## src/rtl/dsram_arbiter_pkg.sv

```systemverilog
// Shared types for the data-SRAM arbiter: CTRL stall bus layout and the
// read-owner encoding that steers SRAM read data back to its requester.
package dsram_arbiter_pkg;

  localparam int STALL_W   = 6;
  localparam int STALL_MEM = 3;
  localparam logic STOP    = 1'b1;
  localparam logic NO_STOP = 1'b0;

  typedef logic [STALL_W-1:0] stall_bus_t;

  typedef enum logic [1:0] {
    RSEL_NONE = 2'b00,
    RSEL_CPU  = 2'b01,
    RSEL_AUX  = 2'b10
  } rsel_e;

  function automatic logic is_read(input logic [3:0] we);
    return (we == 4'b0000);
  endfunction

endpackage

```

## src/rtl/dsram_arbiter_if.sv

```systemverilog
// Bundle of pipeline, auxiliary and SRAM-side signals around the arbiter.
// The slave modport is the arbiter's view; master is the surrounding system.
interface dsram_arbiter_if;
  import dsram_arbiter_pkg::*;

  stall_bus_t  stall;
  logic        cpu_en;
  logic [3:0]  cpu_we;
  logic [31:0] cpu_addr;
  logic [31:0] cpu_wdata;
  logic [31:0] cpu_rdata;
  logic        stallreq;
  logic        aux_req;
  logic [3:0]  aux_we;
  logic [31:0] aux_addr;
  logic [31:0] aux_wdata;
  logic        aux_gnt;
  logic        aux_rvalid;
  logic [31:0] aux_rdata;
  logic        sram_en;
  logic [3:0]  sram_we;
  logic [31:0] sram_addr;
  logic [31:0] sram_wdata;
  logic [31:0] sram_rdata;

  modport slave (
    input  stall, cpu_en, cpu_we, cpu_addr, cpu_wdata,
    input  aux_req, aux_we, aux_addr, aux_wdata, sram_rdata,
    output cpu_rdata, stallreq, aux_gnt, aux_rvalid, aux_rdata,
    output sram_en, sram_we, sram_addr, sram_wdata
  );

  modport master (
    output stall, cpu_en, cpu_we, cpu_addr, cpu_wdata,
    output aux_req, aux_we, aux_addr, aux_wdata, sram_rdata,
    input  cpu_rdata, stallreq, aux_gnt, aux_rvalid, aux_rdata,
    input  sram_en, sram_we, sram_addr, sram_wdata
  );

endinterface

```

## src/rtl/dsram_arbiter.sv

```systemverilog
// Arbitrates the single-port data SRAM between the pipeline and one aux
// requester, with a starvation counter and a hold register for load data.
module dsram_arbiter
  import dsram_arbiter_pkg::*;
#(
  parameter int STARVE_LIMIT = 4,
  parameter int CNT_W        = 4
) (
  input  logic           clk,
  input  logic           rst,
  dsram_arbiter_if.slave bus
);

  localparam logic [CNT_W-1:0] LIMIT   = CNT_W'(STARVE_LIMIT);
  localparam logic [CNT_W-1:0] CNT_MAX = {CNT_W{1'b1}};

  logic [CNT_W-1:0] wait_cnt_q, wait_cnt_d;
  rsel_e            rsel_q, rsel_d;
  logic [31:0]      rdata_hold_q, rdata_hold_d;
  logic             aux_rvalid_q, aux_rvalid_d;

  logic force_aux;
  logic gnt_aux;
  logic gnt_cpu;

  always_comb begin
    force_aux = bus.aux_req && (wait_cnt_q >= LIMIT);
    gnt_aux   = bus.aux_req && (!bus.cpu_en || force_aux);
    gnt_cpu   = bus.cpu_en && !gnt_aux;
  end

  always_ff @(posedge clk) begin
    if (rst) begin
      wait_cnt_q   <= '0;
      rsel_q       <= RSEL_NONE;
      rdata_hold_q <= '0;
      aux_rvalid_q <= 1'b0;
    end else begin
      wait_cnt_q   <= wait_cnt_d;
      rsel_q       <= rsel_d;
      rdata_hold_q <= rdata_hold_d;
      aux_rvalid_q <= aux_rvalid_d;
    end
  end

  always_comb begin
    wait_cnt_d = wait_cnt_q;
    if (gnt_aux || !bus.aux_req) begin
      wait_cnt_d = '0;
    end else if (wait_cnt_q != CNT_MAX) begin
      wait_cnt_d = wait_cnt_q + CNT_W'(1);
    end

    rsel_d = RSEL_NONE;
    if (gnt_cpu && is_read(bus.cpu_we)) begin
      rsel_d = RSEL_CPU;
    end else if (gnt_aux && is_read(bus.aux_we)) begin
      rsel_d = RSEL_AUX;
    end

    aux_rvalid_d = (rsel_d == RSEL_AUX);
    // Only a completed pipeline read refreshes the hold; aux and write cycles leave it.
    rdata_hold_d = (rsel_q == RSEL_CPU) ? bus.sram_rdata : rdata_hold_q;
  end

  always_comb begin
    bus.sram_en    = gnt_cpu | gnt_aux;
    bus.sram_we    = '0;
    bus.sram_addr  = '0;
    bus.sram_wdata = '0;
    if (gnt_aux) begin
      bus.sram_we    = bus.aux_we;
      bus.sram_addr  = bus.aux_addr;
      bus.sram_wdata = bus.aux_wdata;
    end else if (gnt_cpu) begin
      bus.sram_we    = bus.cpu_we;
      bus.sram_addr  = bus.cpu_addr;
      bus.sram_wdata = bus.cpu_wdata;
    end

    bus.stallreq   = bus.cpu_en && gnt_aux;
    bus.aux_gnt    = gnt_aux;
    bus.aux_rvalid = aux_rvalid_q;
    bus.aux_rdata  = aux_rvalid_q ? bus.sram_rdata : '0;
    bus.cpu_rdata  = (rsel_q == RSEL_CPU) ? bus.sram_rdata : rdata_hold_q;
  end

endmodule

```

## src/flat_wrapper.sv

```systemverilog
// flat-port wrapper written by rule: the top's interface ports become plain ports
module dsram_arbiter_flat import dsram_arbiter_pkg::*;
#(
  parameter int STARVE_LIMIT = 4,
  parameter int CNT_W        = 4
)
  (clk, rst, bus_stall, bus_cpu_en, bus_cpu_we, bus_cpu_addr, bus_cpu_wdata, bus_aux_req, bus_aux_we, bus_aux_addr, bus_aux_wdata, bus_sram_rdata, bus_cpu_rdata, bus_stallreq, bus_aux_gnt, bus_aux_rvalid, bus_aux_rdata, bus_sram_en, bus_sram_we, bus_sram_addr, bus_sram_wdata);
  dsram_arbiter_if bus_i ();
  input  logic clk;
  input  logic rst;
  input wire logic [$bits(bus_i.stall)-1:0] bus_stall;
  input wire logic [$bits(bus_i.cpu_en)-1:0] bus_cpu_en;
  input wire logic [$bits(bus_i.cpu_we)-1:0] bus_cpu_we;
  input wire logic [$bits(bus_i.cpu_addr)-1:0] bus_cpu_addr;
  input wire logic [$bits(bus_i.cpu_wdata)-1:0] bus_cpu_wdata;
  input wire logic [$bits(bus_i.aux_req)-1:0] bus_aux_req;
  input wire logic [$bits(bus_i.aux_we)-1:0] bus_aux_we;
  input wire logic [$bits(bus_i.aux_addr)-1:0] bus_aux_addr;
  input wire logic [$bits(bus_i.aux_wdata)-1:0] bus_aux_wdata;
  input wire logic [$bits(bus_i.sram_rdata)-1:0] bus_sram_rdata;
  output wire logic [$bits(bus_i.cpu_rdata)-1:0] bus_cpu_rdata;
  output wire logic [$bits(bus_i.stallreq)-1:0] bus_stallreq;
  output wire logic [$bits(bus_i.aux_gnt)-1:0] bus_aux_gnt;
  output wire logic [$bits(bus_i.aux_rvalid)-1:0] bus_aux_rvalid;
  output wire logic [$bits(bus_i.aux_rdata)-1:0] bus_aux_rdata;
  output wire logic [$bits(bus_i.sram_en)-1:0] bus_sram_en;
  output wire logic [$bits(bus_i.sram_we)-1:0] bus_sram_we;
  output wire logic [$bits(bus_i.sram_addr)-1:0] bus_sram_addr;
  output wire logic [$bits(bus_i.sram_wdata)-1:0] bus_sram_wdata;
  assign bus_i.stall = bus_stall;
  assign bus_i.cpu_en = bus_cpu_en;
  assign bus_i.cpu_we = bus_cpu_we;
  assign bus_i.cpu_addr = bus_cpu_addr;
  assign bus_i.cpu_wdata = bus_cpu_wdata;
  assign bus_i.aux_req = bus_aux_req;
  assign bus_i.aux_we = bus_aux_we;
  assign bus_i.aux_addr = bus_aux_addr;
  assign bus_i.aux_wdata = bus_aux_wdata;
  assign bus_i.sram_rdata = bus_sram_rdata;
  assign bus_cpu_rdata = bus_i.cpu_rdata;
  assign bus_stallreq = bus_i.stallreq;
  assign bus_aux_gnt = bus_i.aux_gnt;
  assign bus_aux_rvalid = bus_i.aux_rvalid;
  assign bus_aux_rdata = bus_i.aux_rdata;
  assign bus_sram_en = bus_i.sram_en;
  assign bus_sram_we = bus_i.sram_we;
  assign bus_sram_addr = bus_i.sram_addr;
  assign bus_sram_wdata = bus_i.sram_wdata;
  dsram_arbiter #(.STARVE_LIMIT(STARVE_LIMIT), .CNT_W(CNT_W)) u_core (.clk(clk), .rst(rst), .bus(bus_i));
endmodule
```

## config.mk

```make
export PLATFORM = sky130hd
export DESIGN_NAME = dsram_arbiter_flat
export DESIGN_NICKNAME = d
export VERILOG_FILES = /design/src/rtl/dsram_arbiter_pkg.sv /design/src/rtl/dsram_arbiter_if.sv /design/src/rtl/dsram_arbiter.sv /design/src/flat_wrapper.sv
export SDC_FILE = /design/constraint.sdc
export NUM_CORES = 1
export LEC_CHECK = 0
export CAP_MARGIN = 25
export CORE_AREA = 2 2 123 125
export DETAILED_ROUTE_END_ITERATION = 12
export DIE_AREA = 0 0 125 127
export MAX_ROUTING_LAYER = met4
export PLACE_DENSITY_LB_ADDON = 0.05
export SETUP_SLACK_MARGIN = 0.1
export SLEW_MARGIN = 30
export SYNTH_ARGS = -nofsm -noshare
export SYNTH_HDL_FRONTEND = slang
export SYNTH_SLANG_ARGS = --single-unit
```

## constraint.sdc

```tcl
create_clock -name clk -period 1.21 [get_ports clk]
set_input_delay 0.1815 -clock clk [delete_from_list [all_inputs] [get_ports clk]]
set_output_delay 0.1815 -clock clk [all_outputs]
set_load 0.03 [all_outputs]
```

==> qor.csv <==
metric;value;unit
status;finished with violations;
failing checks;negative setup slack;
RSZ-0062 raised after global routing;yes;
Residual DRC;0;
period utilisation layout;147.6;%
Peak VDD IR;0.5325;mV
Synth warnings;0;
clk_skew;0.004428;ns
Root Driver;clkbuf_16;
Final Hold Viols;0;
Critical Path End Type;primary output;
Clk pin slew, worst setup/hold paths;0.06;ns
# IOs;314;
hold_ws;0.2279;ns
Power Dens Cells;650.1;mW/mm^2
Post-DP HPWL;11350;um
mean number of vias per cell;4.344;
core area;0.01442;mm^2
cells after synthesis;251;
mapped cell area;0.002540;mm^2
Antenna Violating Nets Remaining;0;
Final #Nets;790;
wire per inst;19.42;um
Hold Crit Class;in2reg;
area delta synth->final;226.6;%
main combinational cell family by area after synthesis;compound AO/OA/AOI/OAI gates;
CTS Buf Count;5;
worst path required time;1.03;ns
post-synthesis xor/xnor area fraction;0.3448;%
setup violators final;167;
Lkg Pwr;3.578;nW
CTS sink count;38;
crit path DAT;1.60;ns
Net Count, Synth;430;
Distinct cells, synth;24;
sequential share of the synthesized area;29.95;%
max_cap viols;0;
final worst slack;-0.5760;ns
Routed WL;15480;um
cts hold-fix bufs;0;
Post-Synth Adder-Cell Area;0.4926;%
Die Ht;127;um
fin crit period;1.786;ns
first-pass detailed-route iteration total;4;
RePlAce Congestion;0.7353;
syn_area_per_cell;10.12;um^2
count of port buffers added during placement;307;
largest net degree at the start of global routing;25;
Global Route Usage Sum;17.22;%
via count;3462;
worst-path fanout max;7;
clk buf depth;2;
die area;0.01588;mm^2
Seq cells post-synth;38;
max frequency;559.9;MHz
initial core utilization;17.61;%
Worst-Skew Late Latency;0.27;ns
global-route wire length before repair;20960;um
fin cells;797;
Compound-Gate Fraction of Synth Area;24.09;%
share of layout cells above drive strength 1;64.05;%
FF/Latch Area;778.2;um^2
die width;125;um
Crit Path Category;reg2out;
Placed Cells;749;
Row Count;44;
initial antenna violation count;1;
1st-iter DRT viols;56;
CTS tree;done;
commonest non-fill, non-tap cell in the layout;clkdlybuf4s50_1;
post-synthesis mux area share;19.01;%
grt total ovfl;0;
Synth Area in Simple Gates;19.51;%
filler instances;1216;
H-tree levels;2;
area of the multi-input gates;0.002554;mm^2
vias in the first global route;3693;
Slew Limit Fails;0;
most frequent cells in the layout;clkdlybuf4s50_1, buf_6, a22o_4, and2_4;
startpoint types;flop;
-- per-stage QoR --
stage	power, mW	cell area, um^2	setup slack (ns)	utilization [%]	TNS (ns)
after floorplan	2.367	3171	-0.2129	-	-16.60
after global placement	3.635	6556	-0.6205	45.45	-60.47
after detailed placement	3.645	6556	-0.6496	45.45	-62.84
after CTS	5.182	7458	-0.6058	51.71	-66.18
after global routing	5.604	8295	-0.6355	57.51	-75.29
final	5.393	8295	-0.5760	57.51	-67.36
-- final timing paths --
| check | slack (ns) | end | depth (start not counted) | start |
|---|---|---|---|---|
| setup / recovery | -0.58 | bus_cpu_rdata[4] | 5 | u_core.bus.aux_rvalid$_SDFF_PP0_ |
| hold / removal | 0.23 | u_core.wait_cnt_q[0]$_SDFFE_PP0P_ | 3 | bus_cpu_en |
| setup reg to reg | -0.22 | u_core.rdata_hold_q[24]$_SDFF_PP0_ | 5 | u_core.bus.aux_rvalid$_SDFF_PP0_ |
| hold reg to reg | 0.58 | u_core.wait_cnt_q[0]$_SDFFE_PP0P_ | 2 | u_core.wait_cnt_q[0]$_SDFFE_PP0P_ |
-- registers in the layout, summed over array words and instances, names as in the netlist --
name                   cells
u_core.rdata_hold_q       32
u_core.wait_cnt_q          4
u_core.bus.aux_rvalid      1
u_core.rsel_q              1
-- worst max-delay path: stages, from the launching register on --
cell,delay (ns)
dfxtp_4,0.35
nor2b_4,0.22
buf_12,0.17
buf_8,0.13
mux2_4,0.32
buf_6,0.14
-- repair_timing --
action	in CTS	in global routing
buffers inserted	9	9
endpoints found under the setup margin	172	171
cloned	7	15
resized for setup	226	180
pin swaps	14	58
-- power by group --
group / internal [mW] / switching (mW) / leakage (nW)
Clock: 0.815 / 0.488 / 0.0729
Sequential: 1.25 / 0.00806 / 0.310
Combinational: 1.67 / 1.15 / 3.19
-- final cells by class --
| type | instances | share of cell area [%] |
|---|---|---|
| well taps | 184 | 2.775 |
| multi-input cells | 187 | 30.78 |
| flip-flops and latches | 38 | 9.382 |
| clock buffers | 6 | 1.674 |
| clock inverters | 2 | 0.1508 |
| repair buffers | 379 | 55.20 |
| diodes | 1 | 0.03017 |
-- logic make-up after synthesis --
family / count (synthesis)
buf+inv: 26
compound gates: 70
xor+xnor: 1
flops: 38
simple gates: 81
other cells: 1
fa+ha+maj: 1
mux: 33
-- routing by layer --
layer  part of all wire [%]  track usage (%)  vias to the layer above
met3                    7.6            5.779                       16
met2                     54            31.23                      160
li1                       -                -                     1647
met1                     36            18.06                     1639
met5                      0                -                        -
met4                    2.1            4.314                        0
-- Yosys cell counts --
cell type / n / area share [%]
nand3_1: 1 / 0.20
or4_1: 1 / 0.30
nor2_1: 4 / 0.59
a21boi_2: 1 / 0.44
buf_6: 7 / 3.1
a22o_1: 68 / 23
and3_1: 1 / 0.25
nor4b_1: 2 / 0.69
nor3_1: 2 / 0.39
nand2_1: 2 / 0.30
or2_2: 1 / 0.25
nand3b_1: 1 / 0.30
and2_1: 33 / 8.1
mux2_4: 30 / 18
mux2i_1: 1 / 0.39
o21ai_1: 1 / 0.20
nor2b_1: 33 / 8.1
clkbuf_1: 8 / 1.2
conb_1: 1 / 0.15
ha_1: 1 / 0.49
buf_2: 11 / 2.2
mux2_2: 2 / 0.89
dfxtp_1: 38 / 30
xnor2_1: 1 / 0.34
No activity file was read; power rests on OpenSTA's default activity.
